## src/rtl/arrow_pkg.sv

```systemverilog
// Shared lane constants, judgement encoding and track defaults for the arrow lane judge.
package arrow_pkg;

   localparam int NUM_LANES     = 4;
   localparam int LANE_UP       = 3;
   localparam int LANE_DOWN     = 2;
   localparam int LANE_LEFT     = 1;
   localparam int LANE_RIGHT    = 0;
   localparam int TRACK_LEN_DEF = 16;
   localparam int HIT_POS_DEF   = 13;

   typedef enum logic [1:0] {J_NONE, J_PERFECT, J_GOOD, J_MISS} judge_e;

   function automatic logic [2:0] popcount4(input logic [3:0] v);
      popcount4 = 3'(v[0]) + 3'(v[1]) + 3'(v[2]) + 3'(v[3]);
   endfunction

endpackage

```

## src/rtl/arrow_lane.sv

```systemverilog
// One lane: arrow shift register, hit-window judge and exit detect.
// Optional macro STRAY_PRESS_PENALTY_EN turns a press on an empty window into a miss.
module arrow_lane
   import arrow_pkg::*;
#(
   parameter int TRACK_LEN = TRACK_LEN_DEF,
   parameter int HIT_POS   = HIT_POS_DEF
) (
   input  logic                 clock,
   input  logic                 reset,
   input  logic                 en_i,
   input  logic                 game_clear_i,
   input  logic                 spawn_i,
   input  logic                 step_i,
   input  logic                 press_i,
   output logic [TRACK_LEN-1:0] occ_o,
   output judge_e               judge_o,
   output logic                 exit_o
);

   logic [TRACK_LEN-1:0] occ_q, occ_d;
   logic [TRACK_LEN-1:0] clr_mask, kept, shifted;

   always_comb begin
      clr_mask = '0;
      judge_o  = J_NONE;
      if (press_i) begin
         // Older arrow (HIT_POS+1) beats the younger one when both flank the target.
         if (occ_q[HIT_POS]) begin
            clr_mask[HIT_POS] = 1'b1;
            judge_o           = J_PERFECT;
         end else if (occ_q[HIT_POS+1]) begin
            clr_mask[HIT_POS+1] = 1'b1;
            judge_o             = J_GOOD;
         end else if (occ_q[HIT_POS-1]) begin
            clr_mask[HIT_POS-1] = 1'b1;
            judge_o             = J_GOOD;
         end
`ifdef STRAY_PRESS_PENALTY_EN
         else begin
            judge_o = J_MISS;
         end
`endif
      end
      kept    = occ_q & ~clr_mask;
      exit_o  = step_i & kept[TRACK_LEN-1];
      shifted = step_i ? {kept[TRACK_LEN-2:0], 1'b0} : kept;
      occ_d   = shifted | {{(TRACK_LEN-1){1'b0}}, spawn_i};
      if (game_clear_i) begin
         occ_d   = '0;
         judge_o = J_NONE;
         exit_o  = 1'b0;
      end else if (!en_i) begin
         occ_d   = occ_q;
         judge_o = J_NONE;
         exit_o  = 1'b0;
      end
   end

   always_ff @(posedge clock) begin
      if (reset) occ_q <= '0;
      else       occ_q <= occ_d;
   end

   assign occ_o = occ_q;

endmodule

```

## src/rtl/arrow_lane_judge.sv

```systemverilog
// Four arrow lanes plus input edge detection, registered judge pulses, score and combo tracking.
// Optional macro STRAY_PRESS_PENALTY_EN (handled in arrow_lane) penalises presses on an empty window.
module arrow_lane_judge
   import arrow_pkg::*;
#(
   parameter int TRACK_LEN   = TRACK_LEN_DEF,
   parameter int HIT_POS     = HIT_POS_DEF,
   parameter int PERFECT_PTS = 2,
   parameter int GOOD_PTS    = 1,
   parameter int SCORE_W     = 16
) (
   input  logic                           clock,
   input  logic                           reset,
   input  logic                           game_active,
   input  logic [3:0]                     pattern_in,
   input  logic                           pattern_valid,
   input  logic                           step_tick,
   input  logic [3:0]                     key_in,
   output logic [NUM_LANES*TRACK_LEN-1:0] lane_occ,
   output logic [3:0]                     judge_perfect,
   output logic [3:0]                     judge_good,
   output logic [3:0]                     judge_miss,
   output logic [SCORE_W-1:0]             score,
   output logic [7:0]                     combo,
   output logic [7:0]                     max_combo
);

   logic               pattern_valid_q, game_active_q;
   logic [3:0]         key_q;
   logic               game_clear;
   logic [3:0]         spawn, press;
   logic [3:0]         perfect_d, good_d, miss_d;
   logic [3:0]         perfect_q, good_q, miss_q;
   logic [SCORE_W-1:0] score_q, score_d;
   logic [7:0]         combo_q, combo_d, max_q, max_d;
   logic [15:0]        pts;
   logic [SCORE_W+16:0] score_sum;
   logic [8:0]         combo_sum;

   assign game_clear = game_active & ~game_active_q;
   assign spawn      = pattern_in & {4{pattern_valid & ~pattern_valid_q}};
   assign press      = key_in & ~key_q;

   for (genvar l = 0; l < NUM_LANES; l++) begin : g_lane
      judge_e               judge;
      logic                 exit_w;
      logic [TRACK_LEN-1:0] occ;

      arrow_lane #(
         .TRACK_LEN (TRACK_LEN),
         .HIT_POS   (HIT_POS)
      ) u_lane (
         .clock        (clock),
         .reset        (reset),
         .en_i         (game_active),
         .game_clear_i (game_clear),
         .spawn_i      (spawn[l]),
         .step_i       (step_tick),
         .press_i      (press[l]),
         .occ_o        (occ),
         .judge_o      (judge),
         .exit_o       (exit_w)
      );

      assign lane_occ[l*TRACK_LEN +: TRACK_LEN] = occ;
      assign perfect_d[l] = (judge == J_PERFECT);
      assign good_d[l]    = (judge == J_GOOD);
      assign miss_d[l]    = exit_w | (judge == J_MISS);
   end

   always_comb begin
      pts       = 16'(PERFECT_PTS * int'(popcount4(perfect_d)) + GOOD_PTS * int'(popcount4(good_d)));
      score_sum = (SCORE_W+17)'(score_q) + (SCORE_W+17)'(pts);
      score_d   = (score_sum > (SCORE_W+17)'({SCORE_W{1'b1}})) ? {SCORE_W{1'b1}} : score_q + SCORE_W'(pts);
      combo_sum = 9'(combo_q) + 9'(popcount4(perfect_d | good_d));
      // A miss anywhere in the cycle breaks the streak even if other lanes hit.
      if (|miss_d)              combo_d = 8'd0;
      else if (combo_sum > 255) combo_d = 8'd255;
      else                      combo_d = combo_sum[7:0];
      max_d = (combo_d > max_q) ? combo_d : max_q;
      if (game_clear) begin
         score_d = '0;
         combo_d = '0;
         max_d   = '0;
      end
   end

   always_ff @(posedge clock) begin
      if (reset) begin
         pattern_valid_q <= 1'b0;
         game_active_q   <= 1'b0;
         key_q           <= '0;
         perfect_q       <= '0;
         good_q          <= '0;
         miss_q          <= '0;
         score_q         <= '0;
         combo_q         <= '0;
         max_q           <= '0;
      end else begin
         pattern_valid_q <= pattern_valid;
         game_active_q   <= game_active;
         key_q           <= key_in;
         perfect_q       <= perfect_d;
         good_q          <= good_d;
         miss_q          <= miss_d;
         score_q         <= score_d;
         combo_q         <= combo_d;
         max_q           <= max_d;
      end
   end

   assign judge_perfect = perfect_q;
   assign judge_good    = good_q;
   assign judge_miss    = miss_q;
   assign score         = score_q;
   assign combo         = combo_q;
   assign max_combo     = max_q;

endmodule

```

## config.mk

```make
export PLATFORM = sky130hd
export DESIGN_NAME = arrow_lane_judge
export DESIGN_NICKNAME = d
export VERILOG_FILES = /design/src/rtl/arrow_pkg.sv /design/src/rtl/arrow_lane.sv /design/src/rtl/arrow_lane_judge.sv
export SDC_FILE = /design/constraint.sdc
export NUM_CORES = 1
export LEC_CHECK = 0
export CORE_UTILIZATION = 40
export CTS_BUF_LIST = sky130_fd_sc_hd__clkbuf_16
export CTS_CLUSTER_DIAMETER = 80
export DETAILED_ROUTE_END_ITERATION = 8
export GPL_TIMING_DRIVEN = 1
export PLACE_DENSITY_LB_ADDON = 0.2
export REMOVE_ABC_BUFFERS = 1
export SYNTH_ARGS = -nofsm -noshare
export SYNTH_HDL_FRONTEND = slang
export SYNTH_HIERARCHICAL = 1
export SYNTH_SLANG_ARGS = --single-unit
```

## constraint.sdc

```tcl
create_clock -name clock -period 15.2 [get_ports clock]
set_input_delay 1.52 -clock clock [delete_from_list [all_inputs] [get_ports clock]]
set_output_delay 1.52 -clock clock [all_outputs]
set_load 0.03 [all_outputs]
```

==> impl_metrics.xml <==
<?xml version="1.0" encoding="UTF-8"?>
<metrics>
  <group name="timing">
    <metric name="number_of_endpoints_failing_setup_at_the_final_stage" unit="">0</metric>
    <metric name="setup_slack" unit="ns">8.41</metric>
    <metric name="timing.setup.tns" unit="ns">0</metric>
    <metric name="clock_period_minus_worst_slack" unit="ns">6.79</metric>
    <metric name="clock.fmax" unit="GHz">0.147</metric>
    <metric name="hold_viol_final" unit="">0</metric>
    <metric name="slew_headroom" unit="">0.482</metric>
    <metric name="rsz0062_at_grt" unit="">no</metric>
    <metric name="final.period_utilization" unit="">0.446</metric>
    <metric name="finClkSkew" unit="ns">0.00792</metric>
    <metric name="timing.final.max_slew_violations" unit="">0</metric>
    <metric name="max_slew.worst_pin.slew" unit="ns">0.776</metric>
  </group>
  <group name="clocking">
    <metric name="clock_latency_of_the_later_clocked_register_in_the_worst_skew_pair" unit="ns">0.42</metric>
    <metric name="clkSinkCount" unit="">114</metric>
    <metric name="clock-root-buffer" unit="">clkbuf_16</metric>
    <metric name="tritoncts" unit="">built</metric>
    <metric name="ctsHtreeMaxLevel" unit="">4</metric>
    <metric name="postCtsHoldBufs" unit="">0</metric>
    <metric name="clk_transition_reported_paths" unit="ns">0.05</metric>
    <metric name="numCtsBuffers" unit="">17</metric>
    <metric name="clockBufferDepth" unit="">2</metric>
    <metric name="count_of_cells_resized_by_post_cts_repair" unit="">0</metric>
    <metric name="cts_setup_buffers" unit="">0</metric>
  </group>
  <group name="job">
    <metric name="maxCapViolCount" unit="">0</metric>
  </group>
  <group name="place">
    <metric name="gp_routability_congestion" unit="">0.789</metric>
    <metric name="portBuffers" unit="">120</metric>
    <metric name="dpl_worst_slack" unit="ns">7.98</metric>
    <metric name="detailedPlacementHpwl" unit="µm">9460</metric>
  </group>
  <group name="worst_setup_path">
    <metric name="start_kind" unit="">input pin</metric>
    <metric name="reg2reg_depth" unit="">18</metric>
    <metric name="worst_path_most_repeated_cell" unit="">fa_1</metric>
    <metric name="reg2reg_setup_slack" unit="ns">9.86</metric>
    <metric name="critical_path.slowest_cell" unit="">nor4b_1</metric>
    <metric name="end_kind" unit="">flop</metric>
    <metric name="cp.arrival" unit="ns">7.09</metric>
    <metric name="crit_path_max_fanout" unit="">30</metric>
    <metric name="cp_data_required_time" unit="ns">15.50</metric>
    <metric name="worst_setup_path_startpoint" unit="">game_active</metric>
    <metric name="crit_path_cell_trace" unit="">clkdlybuf4s50_1 &gt; buf_4 &gt; nor2b_1 &gt; buf_4 &gt; nor4b_1 &gt; ha_1 &gt; fa_1 &gt; inv_1 &gt; fa_1 &gt; fa_1 &gt; and2_0 &gt; and4_1 &gt; nor2_1 &gt; nor2_1 &gt; ha_1 &gt; nor2b_1 &gt; o211ai_1 &gt; a21oi_1 &gt; o21ai_2 &gt; mux2_2</metric>
    <metric name="criticalPathCategory" unit="">in -&gt; reg</metric>
    <metric name="worstReg2RegEnd" unit="">max_combo[5]$_SDFFE_PP0N_</metric>
    <metric name="cp_slowest_stage_delay" unit="ns">0.55</metric>
    <metric name="reg2reg_from" unit="">key_q[0]$_SDFF_PP0_</metric>
  </group>
  <group name="route">
    <metric name="post_drt_wl_per_cell" unit="µm">14.5</metric>
    <metric name="postRouteWirelength" unit="µm">13500</metric>
    <metric name="avgViaCountPerCell" unit="">4.94</metric>
    <metric name="drc_errors" unit="">0</metric>
    <metric name="routed-via-count" unit="">4606</metric>
    <metric name="drtIter0Drc" unit="">254</metric>
    <metric name="dr.pass1.iters" unit="">4</metric>
    <metric name="route.antenna.remaining_nets" unit="">0</metric>
  </group>
  <group name="global_routing">
    <metric name="antenna_found_initial" unit="">0</metric>
    <metric name="grt_max_degree" unit="">31</metric>
    <metric name="global_route_wire_length_before_repair" unit="µm">22400</metric>
    <metric name="first_global_vias" unit="">4594</metric>
    <metric name="track_usage" unit="">0.181</metric>
    <metric name="grt_total_ovfl" unit="">0</metric>
  </group>
  <group name="pwr">
    <metric name="total_leakage_power" unit="µW">0.00273</metric>
    <metric name="power_report.internal_total" unit="µW">577</metric>
    <metric name="seq_power_share" unit="">0.409</metric>
    <metric name="pwrdens" unit="mW/mm²">98.6</metric>
    <metric name="switching_power_share_of_the_total" unit="">0.215</metric>
    <metric name="clk_network_pwr_share" unit="">0.553</metric>
    <metric name="peakVddDrop" unit="µV">72.9</metric>
    <metric name="p_total" unit="µW">735</metric>
    <metric name="combinational_share_of_power" unit="">0.037</metric>
    <metric name="p_sw" unit="µW">158</metric>
  </group>
  <group name="yosys">
    <metric name="mappedNetlistArea" unit="mm²">0.00602</metric>
    <metric name="synth_enable_flop_cells" unit="">0</metric>
    <metric name="seq_area_frac_synth" unit="">0.379</metric>
    <metric name="synth-seq-cells" unit="">114</metric>
    <metric name="synth_cell_types" unit="">57</metric>
    <metric name="postSynthAreaPerCell" unit="µm²">8.92</metric>
    <metric name="synthesis.instances" unit="">675</metric>
    <metric name="ys.warnings.count" unit="">6</metric>
    <metric name="synth-async-reset-ratio" unit="">0</metric>
    <metric name="synthFlopType" unit="">dfxtp_1</metric>
  </group>
  <group name="die">
    <metric name="die_w" unit="µm">125</metric>
    <metric name="ios" unit="">121</metric>
    <metric name="die-height" unit="µm">125</metric>
    <metric name="rows" unit="">44</metric>
    <metric name="die_area" unit="mm²">0.0155</metric>
    <metric name="starting_density_of_the_core" unit="">0.413</metric>
    <metric name="core_footprint" unit="mm²">0.0146</metric>
  </group>
  <group name="worst_hold_path">
    <metric name="min-delay-path-class" unit="">reg -&gt; reg</metric>
    <metric name="min_delay_worst_endpoint" unit="">g_lane[2].u_lane/occ_o[15]$_SDFFE_PP0P_</metric>
    <metric name="min_from" unit="">g_lane[2].u_lane/occ_o[15]$_SDFFE_PP0P_</metric>
    <metric name="min_delay_path_depth" unit="">2</metric>
  </group>
  <group name="outcome">
    <metric name="status" unit="">complete, no violations</metric>
  </group>
  <group name="cells_and_area">
    <metric name="finish.net_count" unit="">786</metric>
    <metric name="diodes" unit="">0</metric>
    <metric name="final_layout_size_suffix_gt1_frac" unit="">0.168</metric>
    <metric name="area_growth" unit="%">24.0</metric>
  </group>
</metrics>
## cells in the final DEF, fill, tap and decap left out, drive strengths merged, types with 5 or more instances in the layout
cell type      instances
dfxtp                114
ha                    30
o21ai                 13
nand2                108
nor4b                  5
nand3                  9
nand2b                 8
clkdlybuf4s50        120
a21oi                 78
fa                     7
clkinv                 5
mux2                   6
xor2                  11
and4b                  5
or2                    6
nor2b                 15
nor2                  53
nand4                  6
and2                  10
clkbuf                17
a31oi                  6
nand3b                12
inv                   41
## cells by family (layout without fill, tap and decap cells)
| family | after synthesis | in the layout | share of synthesized area |
|---|---|---|---|
| AND/OR/NAND/NOR | 260 | 260 | 0.232 |
| AO/OA/AOI/OAI | 122 | 122 | 0.142 |
| buffers and inverters | 120 | 193 | 0.126 |
| flip-flops | 114 | 114 | 0.379 |
| adder cells (fa/ha/maj) | 37 | 37 | 0.0857 |
| XOR/XNOR | 13 | 13 | 0.0189 |
| multiplexers | 9 | 9 | 0.0162 |
## through the flow
stage	std cells	cell area, µm²	util	hold slack [ns]
floorplan	594	5410	-	0.587
global placement	901	6860	0.470	0.457
detailed placement	901	6860	0.470	0.460
CTS	932	7460	0.511	0.466
global route	932	7460	0.511	0.474
finish	932	7460	0.511	0.466
## power groups by stage
stage | registers (µW) | clock network [µW] | logic (µW)
3_3_place_gp | 307 | 0 | 27.4
2_1_floorplan | 308 | 0 | 15.0
4_1_cts | 301 | 416 | 27.7
6_report | 301 | 407 | 27.5
3_5_place_dp | 307 | 0 | 27.6
5_1_grt | 301 | 430 | 30.2
## registers in the layout (all words and copies together) (netlist names)
register and flops:
key_q 4, pattern_valid_q 1, game_active_q 1, g_lane.u_lane/occ_o 64, combo 8, score 16, max_combo 8, judge_good 4
judge_perfect 4, judge_miss 4
## Yosys cell counts, types with 5 or more instances
| master | number | area [µm²] |
|---|---|---|
| a21oi_1 | 37 | 185 |
| a21oi_2 | 41 | 359 |
| a31oi_1 | 6 | 37.5 |
| and2_1 | 8 | 50.1 |
| and4b_1 | 5 | 50.1 |
| buf_2 | 11 | 55.1 |
| buf_4 | 56 | 420 |
| buf_6 | 5 | 56.3 |
| dfxtp_1 | 114 | 2280 |
| fa_1 | 7 | 140 |
| ha_1 | 30 | 375 |
| inv_1 | 39 | 146 |
| mux2_2 | 6 | 67.6 |
| nand2_1 | 68 | 255 |
| nand2_2 | 40 | 250 |
| nand2b_1 | 8 | 50.1 |
| nand3_1 | 9 | 45.0 |
| nand3b_1 | 12 | 90.1 |
| nand4_1 | 5 | 31.3 |
| nor2_1 | 53 | 199 |
| nor2b_1 | 15 | 93.8 |
| nor4b_1 | 5 | 43.8 |
| o21ai_0 | 12 | 60.1 |
| xor2_1 | 11 | 96.3 |
## routing by layer
layer	GRT usage	wire length, µm	up-vias
met5	0	0	-
met4	0.0666	168	0
met3	0.0657	775	13
met2	0.280	6130	112
met1	0.231	6410	2161
li1	-	-	2320
## worst max-delay path, delay by kind of cell
family                     cells  cell delay [ns]
muxes                          1             0.39
adders and majority gates      5             2.05
buffers and inverters          4             0.87
and+or+nand+nor                7             1.60
AOI/OAI and AO/OA              3             0.66
## worst max-delay path by stage
stage | to | slack [ns] | cells past startpoint
final | max_combo[5]$_SDFFE_PP0N_ | 8.41 | 20
after floorplan | max_combo[1]$_SDFFE_PP0N_ | 9.07 | 18
after CTS | max_combo[5]$_SDFFE_PP0N_ | 8.39 | 20
after detailed placement | max_combo[5]$_SDFFE_PP0N_ | 7.98 | 20
after global routing | max_combo[7]$_SDFFE_PP0N_ | 8.02 | 20
after global placement | max_combo[6]$_SDFFE_PP0N_ | 8.15 | 20
## area by class of cell
class	count	area, µm²
multi-input combinational	441	2980
timing repair buffer	123	1220
fill	1313	7130
sequential	114	2280
tap	184	230
clock buffer	17	425
inverter	39	146
clock inverter	14	173
Power figures use the tool's default switching activity.
